===== config.mk =====
export PLATFORM = sky130hd
export DESIGN_NAME = booth_mul_ctrl
export DESIGN_NICKNAME = d
export VERILOG_FILES = /design/src/rtl/booth_mul_ctrl.sv
export SDC_FILE = /design/constraint.sdc
export NUM_CORES = 1
export LEC_CHECK = 0
export CAP_MARGIN = 10
export CORE_MARGIN = 4
export CORE_UTILIZATION = 33
export CTS_CLUSTER_SIZE = 14
export DETAILED_ROUTE_END_ITERATION = 16
export DONT_BUFFER_PORTS = 1
export GPL_ROUTABILITY_DRIVEN = 0
export MAX_ROUTING_LAYER = met4
export PLACE_DENSITY = 0.57
export SYNTH_ARGS = -nofsm -noshare
export SYNTH_HDL_FRONTEND = slang
export SYNTH_SLANG_ARGS = --single-unit

===== constraint.sdc =====
create_clock -name clk -period 3 [get_ports clk]
set_input_delay 0.3 -clock clk [delete_from_list [all_inputs] [get_ports clk]]
set_output_delay 0.3 -clock clk [all_outputs]
set_load 0.005 [all_outputs]

===== src/rtl/booth_mul_ctrl.sv =====
// rtl/booth_mul_ctrl.sv - radix-2 Booth 32x32 signed multiply sequencer driving a shared external adder
module booth_mul_ctrl #(
    parameter int WIDTH = 32,
    parameter int CNT_W = 6
) (
    input  logic             clk,
    input  logic             rst_n,
    input  logic             start,
    input  logic             abort,
    input  logic [WIDTH-1:0] multiplicand,
    input  logic [WIDTH-1:0] multiplier,
    output logic             busy,
    output logic             done,
    output logic [WIDTH-1:0] prod_hi,
    output logic [WIDTH-1:0] prod_lo,
    output logic [WIDTH-1:0] add_a,
    output logic [WIDTH-1:0] add_b,
    input  logic [WIDTH-1:0] add_sum,
    input  logic             add_c32
);

    typedef enum logic [1:0] {
        S_IDLE,
        S_ITER,
        S_DONE
    } state_t;

    state_t             state;
    logic [WIDTH-1:0]   a_reg;
    logic [WIDTH-1:0]   q_reg;
    logic               q_1;
    logic [WIDTH-1:0]   m_reg;
    logic [CNT_W-1:0]   count;

    logic [WIDTH-1:0]   r;
    logic               ext;
    logic [WIDTH-1:0]   a_next;
    logic [WIDTH-1:0]   q_next;

    // Subtract has no carry-in available, so A-M is formed as ~(~A+M).
    always_comb begin
        add_a = '0;
        add_b = '0;
        r     = add_sum;
        ext   = a_reg[WIDTH-1];
        if (state == S_ITER) begin
            case ({q_reg[0], q_1})
                2'b01: begin
                    add_a = a_reg;
                    add_b = m_reg;
                    ext   = a_reg[WIDTH-1] ^ m_reg[WIDTH-1] ^ add_c32;
                end
                2'b10: begin
                    add_a = ~a_reg;
                    add_b = m_reg;
                    r     = ~add_sum;
                    ext   = a_reg[WIDTH-1] ^ m_reg[WIDTH-1] ^ add_c32;
                end
                default: begin
                    add_a = a_reg;
                end
            endcase
        end
    end

    assign a_next = {ext, r[WIDTH-1:1]};
    assign q_next = {r[0], q_reg[WIDTH-1:1]};

    assign busy = (state == S_ITER);
    assign done = (state == S_DONE);

    always_ff @(posedge clk or negedge rst_n) begin
        if (!rst_n) begin
            state   <= S_IDLE;
            a_reg   <= '0;
            q_reg   <= '0;
            q_1     <= 1'b0;
            m_reg   <= '0;
            count   <= '0;
            prod_hi <= '0;
            prod_lo <= '0;
        end else if (abort) begin
            state <= S_IDLE;
        end else begin
            case (state)
                S_IDLE: begin
                    if (start) begin
                        m_reg <= multiplicand;
                        q_reg <= multiplier;
                        a_reg <= '0;
                        q_1   <= 1'b0;
                        count <= '0;
                        state <= S_ITER;
                    end
                end
                S_ITER: begin
                    a_reg <= a_next;
                    q_reg <= q_next;
                    q_1   <= q_reg[0];
                    count <= count + 1'b1;
                    if (count == CNT_W'(WIDTH - 1)) begin
                        prod_hi <= a_next;
                        prod_lo <= q_next;
                        state   <= S_DONE;
                    end
                end
                default: begin
                    state <= S_IDLE;
                end
            endcase
        end
    end

endmodule

==> reports/qor.txt <==
IR drop worst, VDD - 306 uV
Post-layout nets - 703
Count of pins on the block boundary - 231
Top flip-flop cell by instance count after synthesis - sky130_fd_sc_hd__dfrtp_1
Final setup skew - 9.04 ps
Clock period minus final worst setup slack - 2440 ps
Via count - 4673
Antenna violations before repair - 0
Antenna diode count - 0
Remaining global-route overflow - 0
Leading cell type in the layout, fill and taps excluded - sky130_fd_sc_hd__dfrtp_1
Final number of hold-violating endpoints - 169
Clock root buffer - sky130_fd_sc_hd__clkbuf_16
Max-capacitance violation count - 0
Areal power density over the cells - 711 nW/um^2
Rows - 55
Synthesized-area fraction occupied by xor and xnor cells - 7.39%
Sum of routed wire length over all layers - 18000 microns
Synth Area per Inst - 12.5 sq um
Final slew viol count - 0
Overall routing resource usage - 14.4%
Worst Setup Start Kind - flip-flop
Warnings from Yosys - 0
Worst rel slew slack - 52.9%
Final setup violation count - 0
Sum of negative setup slack - 0 ps
Initial Util - 33.8%
PortBufs - 0
Clk pin slew, worst setup/hold paths - 70 ps
DRC violations left - 0
Number of CTS-inserted buffers - 17
Synth Area in Adders - 0.325%
First-pass GRT wire length - 28800 microns
HPWL after detailed placement - 11900 microns
PostCTS Resize Cnt - 0
Leakage Power - 3.91 nW
Die Ht - 161 microns
Post-synthesis cell area - 7710 sq um
Data arrival time of the critical path - 2140 ps
Vias in the first global route - 5028
H-tree depth - 4
Number of standard cells after synthesis - 617
R2r worst-path depth - 5
Layout cell share with drive strength beyond 1 - 15.3%
Worst Hold Slack - -427 ps
Reg2reg start - state[1]
Maximum number of pins on one net before global-route repair - 170
Placeable Area - 22800 sq um
Net Count, Synth - 720
Post-synth EDFFs - 0
RSZ-0062 raised after global routing - false
Average wire per cell in the routed design - 19.5 microns
Simple logic cell fraction of the synthesized area - 6.48%
Async SR Flop Fraction - 100%
Result of the run - finished, violations left
Reg-to-reg slack, setup - 860 ps
Largest fanout on the critical path - 36
Violated checks - hold timing
Synthesis-stage register bit count - 169
Required time of the worst setup path - 2700 ps
Most frequent cells in the layout - 169 x sky130_fd_sc_hd__dfrtp_1, 69 x sky130_fd_sc_hd__o21ai_0, 50 x sky130_fd_sc_hd__mux2_1, 46 x sky130_fd_sc_hd__mux2_2, 36 x sky130_fd_sc_hd__nor2_1
Via-per-instance ratio - 5.05
Final antenna-violating net count - 0
Worst flop-to-flop path endpoint - q_reg[31]
Drt pass-1 iters - 4
Period utilisation layout - 81.3%
Count of distinct cell types in the synthesized netlist - 37
Hold/Removal Path Class - input pin to async pin
Die outline area - 25900 sq um
Deepest clock path buffer count - 2
Tightest Pin Transition - 704 ps
Die extent in x - 161 microns
CP Capture Type - output pin
Fmax achieved - 410 MHz
Area overhead of the layout relative to synthesis - 11.4%
TritonCTS clock tree - built
Share of the synthesized area in compound gates (AO/OA/AOI/OAI) - 9.07%
Starting DRT DRC Count - 271
Largest family of logic cells by synthesized area - multiplexers
Proportion of synthesized area in mux cells - 18.2%
Clock net sink count - 169
Clock latency on the worst-skew pair - 420 ps
Proportion of synthesized chip area in sequential cells - 54.9%
CP Class - flip-flop to output pin
## power breakdown
group | total, W | leakage (nW) | internal, W | switching (W)
clock | 0.00218 | 0.284 | 0.00120 | 0.000984
combinational | 0.00109 | 1.46 | 0.000522 | 0.000569
sequential | 0.00283 | 2.17 | 0.00260 | 0.000229
total | 0.00610 | 3.91 | 0.00432 | 0.00178
## worst max-delay path, stage by stage (launching register included)
cell and delay (ps):
sky130_fd_sc_hd__dfrtp_1 470, sky130_fd_sc_hd__nand2b_4 440, sky130_fd_sc_hd__buf_4 570, sky130_fd_sc_hd__inv_1 220
## synth_stat cells, drive strengths merged, types with 2 or more instances
library cell  count  area share [%]
inv               5            0.24
a31oi             2            0.16
nand2b            2            0.16
nor2             37             1.8
nor3b             2            0.26
a21oi             3            0.19
o41a              2            0.29
xor2             32             3.6
ha                2            0.32
a22o             32             3.6
and2             32             2.6
buf              28             2.5
mux2i            32             4.2
o31ai             2            0.19
mux2             96              14
clkbuf           19            0.93
nor4b             2            0.23
xnor2            33             3.7
o21ai            69             4.5
nand2             2           0.097
dfrtp           169              55
or2               2            0.19
or4               2            0.19
nor2b             2            0.16
nor4              2            0.36
## metal layers
layer,part of all wire (%),vias up,GRT usage (%)
li1,-,2108,-
met1,44,2361,18.0
met2,47,188,22.1
met3,7.9,16,5.18
met4,1.4,0,4.15
met5,0,-,-
## area by class of cell
type / instances / area (sq um)
fillers: 2212 / 14200
flip-flops and latches: 169 / 4230
multi-input cells: 396 / 3230
clock buffers: 20 / 447
well taps: 313 / 392
repair buffers: 11 / 138
clock inverters: 12 / 136
inverters: 5 / 18.8
## timing repair
item	4_1_cts	5_1_grt
hold buffers	1	1
buffers inserted	0	0
endpoints found under the hold margin	170	170
## worst max-delay path by stage
stage	startpoint	end	slack, ps	cells past startpoint
3_5_place_dp	state[1]	q_reg[15]	640	3
2_1_floorplan	q_1	add_a[10]	1230	7
6_report	state[1]	busy	560	3
5_1_grt	state[1]	busy	390	3
3_3_place_gp	state[1]	q_reg[31]	760	3
4_1_cts	state[1]	busy	460	3
## through the flow
step                setup slack, ps  std cells  util [%]  total power, W  area, sq um
floorplan                      1230        617         -         0.00367         7710
global placement                758        891      35.0         0.00392         7970
detailed placement              637        891      35.0         0.00397         7970
CTS                             457        924      37.6         0.00620         8560
global route                    387        926      37.7         0.00645         8590
finish                          561        926      37.7         0.00610         8590
## logic make-up after synthesis
group / count (synthesis)
muxes: 128
DFF: 169
xor gates and xnor gates: 65
and+or+nand+nor: 90
buffers and inverters: 52
adders and majority gates: 2
AOI/OAI and AO/OA: 111
Note: power is estimated with default switching activity, not from simulation.
